### config.mk
export PLATFORM = sky130hd
export DESIGN_NAME = gpio_mailbox
export DESIGN_NICKNAME = d
export VERILOG_FILES = /design/src/rtl/gpio_mailbox_pkg.sv /design/src/rtl/gpio_mailbox_fifo.sv /design/src/rtl/gpio_mailbox.sv
export SDC_FILE = /design/constraint.sdc
export NUM_CORES = 1
export LEC_CHECK = 0
export BUFFER_PORTS_ARGS = -buffer_cell sky130_fd_sc_hd__buf_2
export CAP_MARGIN = 20
export CORE_MARGIN = 4
export CORE_UTILIZATION = 60
export DETAILED_ROUTE_END_ITERATION = 7
export PLACE_DENSITY = 0.8
export SLEW_MARGIN = 30
export SYNTH_ARGS = -nofsm -noshare
export SYNTH_HDL_FRONTEND = slang
export SYNTH_SLANG_ARGS = --single-unit
### constraint.sdc
create_clock -name clk -period 18.44 [get_ports clk]
set_clock_uncertainty 0.2 [all_clocks]
set_input_delay 3.688 -clock clk [delete_from_list [all_inputs] [get_ports clk]]
set_output_delay 3.688 -clock clk [all_outputs]
set_load 0.01 [all_outputs]
### src/rtl/gpio_mailbox_pkg.sv
// Shared types and widths for the GPIO mailbox.
// Optional drop counter output is enabled by GPIO_MAILBOX_DROP_CNT_EN.
`timescale 1ns/1ps
package gpio_mailbox_pkg;
    localparam int GPIO_W     = 32;
    localparam int DROP_CNT_W = 8;

    typedef enum logic {IDLE, HOLD} mbox_state_t;

    // Width of a down-counter that must hold values 0..n-1 (never zero bits).
    function automatic int cnt_w(input int n);
        return (n > 1) ? $clog2(n) : 1;
    endfunction
endpackage

### src/rtl/gpio_mailbox_fifo.sv
// Synchronous FIFO with a registered head word and valid flag (no fall-through).
`timescale 1ns/1ps
module gpio_mailbox_fifo #(
    parameter int DEPTH = 8,
    parameter int WIDTH = 32
) (
    input  logic             clk,
    input  logic             rst,
    input  logic             push_i,
    input  logic [WIDTH-1:0] data_i,
    input  logic             pop_i,
    output logic             full_o,
    output logic             empty_o,
    output logic [WIDTH-1:0] head_o,
    output logic             valid_o
);
    localparam int AW = $clog2(DEPTH);
    localparam int CW = AW + 1;

    logic [WIDTH-1:0] mem_q [DEPTH];
    logic [AW-1:0]    wr_ptr_q, wr_ptr_d, rd_ptr_q, rd_ptr_d;
    logic [CW-1:0]    count_q, count_d, count_rem;
    logic [WIDTH-1:0] head_q, head_d;
    logic             valid_q, valid_d;
    logic             do_pop, wr_en;

    always_comb begin
        do_pop    = pop_i & valid_q;
        full_o    = (count_q == CW'(DEPTH));
        empty_o   = (count_q == '0);
        wr_en     = push_i & (~full_o | do_pop);
        rd_ptr_d  = rd_ptr_q + AW'(do_pop);
        wr_ptr_d  = wr_ptr_q + AW'(wr_en);
        count_rem = count_q - CW'(do_pop);
        count_d   = count_rem + CW'(wr_en);
        valid_d   = (count_d != '0);
        // Head register is preloaded with the next word; forward the incoming
        // word when it lands in an otherwise empty FIFO.
        head_d    = head_q;
        if (count_rem != '0) begin
            head_d = mem_q[rd_ptr_d];
        end else if (wr_en) begin
            head_d = data_i;
        end
    end

    always_ff @(posedge clk) begin
        if (!rst) begin
            wr_ptr_q <= '0;
            rd_ptr_q <= '0;
            count_q  <= '0;
            head_q   <= '0;
            valid_q  <= 1'b0;
        end else begin
            wr_ptr_q <= wr_ptr_d;
            rd_ptr_q <= rd_ptr_d;
            count_q  <= count_d;
            head_q   <= head_d;
            valid_q  <= valid_d;
        end
    end

    always_ff @(posedge clk) begin
        if (rst && wr_en) begin
            mem_q[wr_ptr_q] <= data_i;
        end
    end

    assign head_o  = head_q;
    assign valid_o = valid_q;
endmodule

### src/rtl/gpio_mailbox.sv
// Device-side GPIO partner: change-queued outbound FIFO and held inbound word.
// Define GPIO_MAILBOX_DROP_CNT_EN to add the saturating drop_cnt output.
`timescale 1ns/1ps
module gpio_mailbox
    import gpio_mailbox_pkg::*;
#(
    parameter int DEPTH       = 8,
    parameter int HOLD_CYCLES = 4
) (
    input  logic              clk,
    input  logic              rst,
    input  logic [GPIO_W-1:0] cpu_gpio_out,
    output logic [GPIO_W-1:0] cpu_gpio_in,
    output logic [GPIO_W-1:0] out_data,
    output logic              out_valid,
    input  logic              out_ready,
    input  logic [GPIO_W-1:0] in_data,
    input  logic              in_valid,
    output logic              in_ready,
    input  logic              clear_ovf,
    output logic              overflow
`ifdef GPIO_MAILBOX_DROP_CNT_EN
    ,
    output logic [DROP_CNT_W-1:0] drop_cnt
`endif
);
    localparam int HCW = cnt_w(HOLD_CYCLES);
    localparam logic [HCW-1:0] HOLD_LOAD = HCW'(HOLD_CYCLES - 1);

    logic [GPIO_W-1:0] prev_out_q;
    logic              push, pop, drop;
    logic              fifo_full, fifo_empty;
    logic              ovf_q, ovf_d;
    mbox_state_t       state_q, state_d;
    logic [HCW-1:0]    hold_cnt_q, hold_cnt_d;
    logic [GPIO_W-1:0] gpio_in_q, gpio_in_d;

    assign push = (cpu_gpio_out != prev_out_q);
    assign pop  = out_ready & ~fifo_empty;
    assign drop = push & fifo_full & ~pop;

    gpio_mailbox_fifo #(
        .DEPTH (DEPTH),
        .WIDTH (GPIO_W)
    ) u_fifo (
        .clk     (clk),
        .rst     (rst),
        .push_i  (push),
        .data_i  (cpu_gpio_out),
        .pop_i   (pop),
        .full_o  (fifo_full),
        .empty_o (fifo_empty),
        .head_o  (out_data),
        .valid_o (out_valid)
    );

    always_comb begin
        ovf_d = ovf_q;
        if (drop) begin
            ovf_d = 1'b1;
        end else if (clear_ovf) begin
            ovf_d = 1'b0;
        end
    end

    always_comb begin
        state_d    = state_q;
        hold_cnt_d = hold_cnt_q;
        gpio_in_d  = gpio_in_q;
        case (state_q)
            IDLE: begin
                if (in_valid) begin
                    gpio_in_d  = in_data;
                    hold_cnt_d = HOLD_LOAD;
                    state_d    = HOLD;
                end
            end
            HOLD: begin
                if (hold_cnt_q == '0) begin
                    state_d = IDLE;
                end else begin
                    hold_cnt_d = hold_cnt_q - 1'b1;
                end
            end
            default: state_d = IDLE;
        endcase
    end

    always_ff @(posedge clk) begin
        if (!rst) begin
            prev_out_q <= '0;
            ovf_q      <= 1'b0;
            state_q    <= IDLE;
            hold_cnt_q <= '0;
            gpio_in_q  <= '0;
        end else begin
            prev_out_q <= cpu_gpio_out;
            ovf_q      <= ovf_d;
            state_q    <= state_d;
            hold_cnt_q <= hold_cnt_d;
            gpio_in_q  <= gpio_in_d;
        end
    end

    assign in_ready    = rst & (state_q == IDLE);
    assign cpu_gpio_in = gpio_in_q;
    assign overflow    = ovf_q;

`ifdef GPIO_MAILBOX_DROP_CNT_EN
    logic [DROP_CNT_W-1:0] drop_cnt_q, drop_cnt_d;

    // A clear coinciding with a drop still records that one drop.
    always_comb begin
        drop_cnt_d = drop_cnt_q;
        if (clear_ovf) begin
            drop_cnt_d = drop ? DROP_CNT_W'(1) : '0;
        end else if (drop && (drop_cnt_q != '1)) begin
            drop_cnt_d = drop_cnt_q + 1'b1;
        end
    end

    always_ff @(posedge clk) begin
        if (!rst) begin
            drop_cnt_q <= '0;
        end else begin
            drop_cnt_q <= drop_cnt_d;
        end
    end

    assign drop_cnt = drop_cnt_q;
`endif
endmodule

Word level (Yosys, flattened, before mapping). Memory sizes are Yosys's and may differ from the RTL's. Cells that the tools add are included.

Word-level logic and storage cells: 52. Output and inout bits: 67. Bits of input ports: 69. Flip-flop bits (word level): 111. Memories kept: 1. RAM bits: 256.

Multiplexer cells: 12. Bitwise operators: 11. Equality and inequality tests: 4. Add/sub/neg operators: 5. Reductions and logical operators: 9.

Memories: u_fifo.mem_q (depth 8, width 32, read ports 1, clocked after memory_dff 0, wr ports 1, RTL line gpio_mailbox_fifo.sv:20) `logic [WIDTH-1:0] mem_q [DEPTH];`.

Operators by type and width (number): $mux W32 (2); $ne A32 B32 Y1 (1); $reduce_bool A4 Y1 (2); $add A3 B1 Y3 (2); $and A1 B1 Y1 (6); $mux W1 (6); $add A4 B1 Y4 (1); $eq A4 B4 Y1 const B (1); $logic_not A4 Y1 (1); $mux W2 (2); $ne A2 B2 Y1 const B (2); $not A1 Y1 (4); $pmux W2 S2 (1); $reduce_and A2 Y1 (2); $reduce_bool A2 Y1 (2); $sub A4 B1 Y4 (1); $logic_not A2 Y1 (1); $pmux W1 S2 (1); $sub A2 B1 Y2 const B (1); $logic_and A1 B1 Y1 (1); $or A1 B1 Y1 (1).

Depth between registers and ports, before layout. Gate-level depths: netlist (run 1).

Word-level depth: 9. Mapped depth: 10. Gate-level depth less buffers: 10.

Hierarchy. A second synthesis (run 1) with hierarchy kept.

Cells, all modules: 1034. Area total of the unflattened synthesis: 14254.9 um2.

By module, submodules not included: gpio_mailbox_fifo (sequential area each 8548.2 um2, cells an instance 762, instances 1, area each 11688.7 um2); gpio_mailbox (sequential area each 1361.3 um2, cells an instance 272, instances 1, area each 2566.2 um2).

Least setup slack after synthesis (run 1). OpenSTA, ideal clock, no wires.

Kind: input port to flip-flop. Start point: input cpu_gpio_out[9]. End point: memory u_fifo.mem_q[3][0] (enable). Setup time: 513 ps. Buffers on the path: 0. Data required time: 17727 ps. Slack: 9981 ps. Arrival: 7746 ps. Stages on the path: 5. Path through: xor2_1 > nor4_4 > nand4_1 > nor2_1 > nor4b_1.

Word-level cells in the longest chain between the ends: 5.

RTL lines: start: declaration (RTL line gpio_mailbox.sv:12) `input logic [GPIO_W-1:0] cpu_gpio_out,`; $ne A32 B32 Y1 (RTL line gpio_mailbox.sv:38) `assign push = (cpu_gpio_out != prev_out_q);`; $and A1 B1 Y1 (RTL line gpio_mailbox_fifo.sv:31) `wr_en = push_i & (~full_o | do_pop);`; $logic_and A1 B1 Y1 (RTL line gpio_mailbox_fifo.sv:64) `if (rst && wr_en) begin`; $mux W1 (RTL line gpio_mailbox_fifo.sv:64); $mux W1 (implied by the code) (RTL line gpio_mailbox_fifo.sv:65) `mem_q[wr_ptr_q] <= data_i;`; end: declaration (RTL line gpio_mailbox_fifo.sv:20).

Every way passes these cells.

Worst setup path after layout (run 1).
Start point: input rst. End point: output in_ready.

Word-level cells in the longest chain between the ends: 1.

RTL lines: start: declaration (RTL line gpio_mailbox.sv:11) `input logic rst,`; $and A1 B1 Y1 (RTL line gpio_mailbox.sv:105) `assign in_ready = rst & (state_q == IDLE);`; end: declaration (RTL line gpio_mailbox.sv:19) `output logic in_ready,`.

Every way passes these cells.

==> results of run 1 <==
## critical path: cells and delay by family
family	cells	cell delay [ps]
buffers and inverters	3	600
AND/OR/NAND/NOR	1	180
## power by group
part	internal [uW]	switching (uW)
Clock	432	293
Combinational	279	307
Sequential	973	38.3
Total	1680	638
## Yosys cell counts (all sizes together) (3+ instances only)
cell / number / share of area, %
o221a: 31 / 2.4
buf: 25 / 1.3
inv: 5 / 0.13
dfxtp: 111 / 16
nand2: 71 / 1.9
clkbuf: 21 / 0.55
o21ai: 5 / 0.25
and2: 43 / 1.9
nand2b: 6 / 0.26
nor2b: 4 / 0.18
nor4: 11 / 1.0
nand3: 3 / 0.19
a21boi: 64 / 3.4
nor2: 5 / 0.13
edfxtp: 256 / 54
xor2: 36 / 2.3
mux2i: 31 / 2.2
nor4b: 4 / 0.25
ha: 9 / 0.79
mux4: 64 / 10
## cells by family (layout without fill, tap and decap cells)
| group | Yosys count | after routing | synth area share, % |
|---|---|---|---|
| compound gates | 109 | 109 | 6.63 |
| xor+xnor | 38 | 38 | 2.39 |
| fa+ha+maj | 9 | 9 | 0.789 |
| buf+inv | 51 | 231 | 2.01 |
| flops | 367 | 367 | 69.5 |
| mux | 97 | 97 | 12.4 |
| simple gates | 155 | 155 | 6.29 |
## layout make-up
cell class,count,share of cell area (%)
well taps,319,2.41
clock buffers,60,6.78
multi-input cells,408,25.2
inverters,5,0.113
clock inverters,8,0.422
flip-flops and latches,367,59.7
repair buffers,158,5.35
## per-layer routing
layer	part of all wire (%)	routed length, um
met5	0.043	13
met4	2.1	633
met3	5.6	1700
met2	51	15400
met1	41	12300
## through the flow
step | utilization [%] | hold WS, ps | setup slack, ps
floorplan | - | 272 | 9980
global placement | 65.5 | 247 | 10070
detailed placement | 65.7 | 253 | 10070
CTS | 70.8 | 261 | 10060
global route | 70.9 | 277 | 9980
finish | 70.9 | 256 | 10060
## flip-flops by register name (all words and copies together), names as in the netlist
name             count
u_fifo.count_q       4
prev_out_q          32
u_fifo.valid_o       1
state_q              1
u_fifo.wr_ptr_q      3
overflow             1
u_fifo.head_o       32
hold_cnt_q           2
cpu_gpio_in         32
u_fifo.mem_q       256
u_fifo.rd_ptr_q      3
## worst max path at each step
stage               cells past startpoint                           end            start  slack (ps)
floorplan                               5  u_fifo.mem_q[3][0]$_DFFE_PP_  cpu_gpio_out[9]        9980
global placement                        4                      in_ready              rst       10070
detailed placement                      4                      in_ready              rst       10070
CTS                                     4                      in_ready              rst       10060
global route                            4                      in_ready              rst        9980
finish                                  4                      in_ready              rst       10060
==> results.txt, run 1 <==
status - complete, no violations
Sequential Area - 0.00991 mm2
drt pass-1 iters - 5
Die Area - 0.0263 mm2
crit start category - input port
transition time of the tightest slew-check pin - 994 ps
Area after DPL - 0.0154 mm2
routability congestion estimate - 0.736
Hold WC Path Type - register to register
pin count of the biggest net entering global routing - 60
Largest stage delay, worst path - 390 ps
CP Max Fanout - 55
PortBufs - 135
Seq cells post-synth - 367
ys async rst share - 0%
vias per inst - 5.82
Clock Tree Buf Depth - 3
Hold Vio Cnt, Final - 0
RR Endpoint - u_fifo.head_o[1]$_SDFFE_PN0P_
Total Nets Final - 1055
ys flop type - edfxtp_1
CP Data Required Time - 14550 ps
commonest non-fill, non-tap cell in the layout - edfxtp_1
CP max stage cell - buf_4
worst skew pair latency - 510 ps
gr ovfl total - 0
R2R depth - 9
Yosys cell types - 45
most frequent cells in the layout - edfxtp_1, buf_2, dfxtp_1, nand2_1
Core Area - 0.0234 mm2
EDFF count, synth - 256
CTS tree - built
initial antenna violation count - 1
H-Tree Depth - 2
cell count of the worst hold path - 2
Post-Syn Nets - 904
final setup violation count - 0
register area share after synthesis - 69.5%
max_slew headroom - 33.5%
WL/cell - 22.7 um
TritonCTS Buffers - 37
Post-CTS Setup Bufs - 0
peak supply drop - 88.8 uV
Tot Pwr - 2320 uW
Via Count - 7718
Initial DRC Count - 631
fin area - 0.0166 mm2
hold_sp - cpu_gpio_in[6]$_SDFFE_PN0P_
met3 GRT Util - 4.06%
die height - 162 um
initial core utilization - 61.0%
DP HPWL - 17500 um
Setup Crit Path Kind - input port to output pin
final-layout fill cell count - 1495
RSZ-0062 raised after global routing - no
Clock transition at path regs - 60 ps
CP arrival - 4490 ps
GR peak layer - met2
Layout area overhead - 16.3%
CTS Hold Bufs - 0
Critical Path End Type - output pin
Max Cap Viol - 0
hold endpoint - cpu_gpio_in[6]$_SDFFE_PN0P_
DRC viols - 0
Post-DRT Antenna Nets - 0
internal reg-to-reg setup slack - 14500 ps
Multi-input gate area - 0.00419 mm2
Finished Layout Cells - 1325
cell area after synthesis - 0.0143 mm2
fmax - 0.119 GHz
YS warnings - 0
Syn Area/Cell - 17.3 um2
setup_tns - 0 ps
Final min period - 8380 ps
Mapped Cells - 826
post_cts resized - 0
row cnt - 56
number of global-route vias before repair - 8102
root buffer cell - clkbuf_16
chip width - 162 um
drt total wl - 30000 um
period utilization - 45.4%
GR Layer Usage met2 - 39.5%
global-route wire length before repair - 46600 um
io pins - 136
GRT Util Overall - 23.1%
Placed Cells - 1256
leakage - 0.00583 uW
Max Slew Vio Count - 0
crit-path cells - buf_2, buf_4, nor2b_1, buf_2
global-route met1 utilization - 31.2%
Sinks on Clock Net - 367
ratio of cells with drive above 1 in the final layout - 30.6%
critical path's most frequent cell - buf_2
r2r startpoint - u_fifo.count_q[2]$_SDFF_PN0_
n_diodes - 0
Power Dens Cells - 140 mW/mm2
Power figures use the tool's default switching activity.
==> run 2: changes to the inputs <==
--- a/config.mk
+++ b/config.mk
@@ -8,9 +8,9 @@
 export BUFFER_PORTS_ARGS = -buffer_cell sky130_fd_sc_hd__buf_2
 export CAP_MARGIN = 20
 export CORE_MARGIN = 4
-export CORE_UTILIZATION = 60
+export CORE_UTILIZATION = 59
 export DETAILED_ROUTE_END_ITERATION = 7
-export PLACE_DENSITY = 0.8
+export PLACE_DENSITY = 0.78
 export SLEW_MARGIN = 30
 export SYNTH_ARGS = -nofsm -noshare
 export SYNTH_HDL_FRONTEND = slang
==> constraint.sdc (replaced) <==
create_clock -name clk -period 8.65 [get_ports clk]
set_clock_uncertainty 0.2 [all_clocks]
set_input_delay 1.73 -clock clk [delete_from_list [all_inputs] [get_ports clk]]
set_output_delay 1.73 -clock clk [all_outputs]
set_load 0.01 [all_outputs]
==> run 2 against run 1 <==
Net effect:
- utilization fell by 0.94 points
- non-clock buffer count is 2 lower
- clock power up 110%
- setup slack lost 6000 ps
- hold slack gained 3.2 ps
- sequential share of layout area up 0.26 points
- final area down 0.44%
- sequential power is 110% higher
- first-iteration DRC count is 1.1% lower
- power grew 110%
- largest cell class unchanged
- highest routed layer unchanged
==> results.txt, run 2 (synthesis gave the netlist of run 1 again) <==
Sinks on Clock Net - 367
Max Cap Viol - 0
peak supply drop - 162 uV
max reg flops - 256
CTS Hold Bufs - 0
max_slew headroom - 33.5%
drt pass-1 iters - 4
routability congestion estimate - 0.735
Setup Crit Path Kind - input port to register
CP Data Required Time - 8840 ps
final-layout fill cell count - 1482
CTS tree - built
Total Nets Final - 1054
CP arrival - 4750 ps
final setup violation count - 0
DRC viols - 0
Hold Vio Cnt, Final - 0
leakage - 0.00578 uW
WL/cell - 22.8 um
Post-CTS Setup Bufs - 0
Power Dens Cells - 296 mW/mm2
number of global-route vias before repair - 8193
drt total wl - 30100 um
Finished Layout Cells - 1324
ratio of cells with drive above 1 in the final layout - 29.9%
initial core utilization - 60.4%
io pins - 136
most frequent cells in the layout - edfxtp_1, buf_2, dfxtp_1, nand2_1
commonest non-fill, non-tap cell in the layout - edfxtp_1
fmax - 0.219 GHz
CP max stage cell - nor2_2
Clock transition at path regs - 60 ps
CP Max Fanout - 11
crit start category - input port
transition time of the tightest slew-check pin - 997 ps
Post-DRT Antenna Nets - 0
TritonCTS Buffers - 38
n_diodes - 0
Sequential Area - 0.00991 mm2
pin count of the biggest net entering global routing - 80
RSZ-0062 raised after global routing - no
global-route wire length before repair - 47100 um
vias per inst - 5.90
Multi-input gate area - 0.00420 mm2
die height - 164 um
gr ovfl total - 0
status - complete, no violations
Via Count - 7812
period utilization - 52.7%
Critical Path End Type - register
initial antenna violation count - 2
Largest stage delay, worst path - 630 ps
Max Slew Vio Count - 0
PortBufs - 135
Die Area - 0.0267 mm2
Initial DRC Count - 624
Core Area - 0.0236 mm2
chip width - 164 um
Top reg by flops - u_fifo.mem_q
worst skew pair latency - 510 ps
DP HPWL - 17400 um
Final min period - 4560 ps
post_cts resized - 0
setup_tns - 0 ps
Layout area overhead - 15.8%
Placed Cells - 1255
Clock Tree Buf Depth - 3
Hold WC Path Type - register to register
row cnt - 56
crit-path cells - buf_2, xor2_1, nor4_2, nand4_1, nor2_2, nor2b_1, ha_1, ha_1, xor2_1, xnor2_1, o41a_1
H-Tree Depth - 2
root buffer cell - clkbuf_16
GRT Util Overall - 23.1%
## run 2: cell count changes in the layout (fill, tap and decap cells not counted), moves of 2 or more
cell,previous run,this run
clkbuf_1,14,17
clkbuf_8,7,1
clkinv_1,1,5
nor4b_2,3,1
nor4b_4,1,3
## run 2: metrics by stage
| step | util [%] | setup slack, ps | cell area (um2) | hold slack (ps) | power, uW |
|---|---|---|---|---|---|
| detailed placement | 65.1 | 3380 | 15400 | 254 | 3440 |
| global route | 70.0 | 3880 | 16500 | 285 | 5130 |
| finish | 70.0 | 4090 | 16500 | 259 | 4890 |
| CTS | 69.9 | 3870 | 16500 | 262 | 4930 |
| floorplan | - | 2150 | 14300 | 272 | 3060 |
| global placement | 64.9 | 3580 | 15300 | 248 | 3360 |
## run 2: layer usage
layer  vias to the layer above  global-route usage [%]  wire length, um
li1                       3499                       -                -
met1                      3960                    32.0            12400
met2                       287                    37.2            14800
met3                        62                    4.64             2060
met4                         4                    8.12              859
met5                         -                       0               27
## run 2: cell type report
class | count | area share (%)
clock inverter | 12 | 0.522
timing repair buffer | 156 | 5.16
clock buffer | 57 | 6.38
inverter | 5 | 0.114
tap | 319 | 2.42
sequential | 367 | 60.0
multi-input combinational | 408 | 25.4
## run 2: path summary, 6_finish.rpt
check | end | from | slack (ps) | cells past startpoint
worst max register to register | u_fifo.head_o[25]$_SDFFE_PN0P_ | u_fifo.count_q[2]$_SDFF_PN0_ | 4910 | 8
worst max-delay path | u_fifo.valid_o$_SDFF_PN0_ | cpu_gpio_out[1] | 4090 | 11
worst min register to register | cpu_gpio_in[19]$_SDFFE_PN0P_ | cpu_gpio_in[19]$_SDFFE_PN0P_ | 260 | 2
worst min-delay path | cpu_gpio_in[19]$_SDFFE_PN0P_ | cpu_gpio_in[19]$_SDFFE_PN0P_ | 260 | 2
## run 2: power breakdown
group	total, uW	switching (uW)	internal, uW
sequential	2160	84.2	2070
clock	1500	623	873
combinational	1230	656	576
total	4890	1360	3520
## run 2: critical path, delay by kind of cell
kind | cells | cell delay [ps]
xor gates and xnor gates | 3 | 470
buffers and inverters | 1 | 170
adders and majority gates | 2 | 480
AOI/OAI and AO/OA | 1 | 360
and+or+nand+nor | 4 | 1550
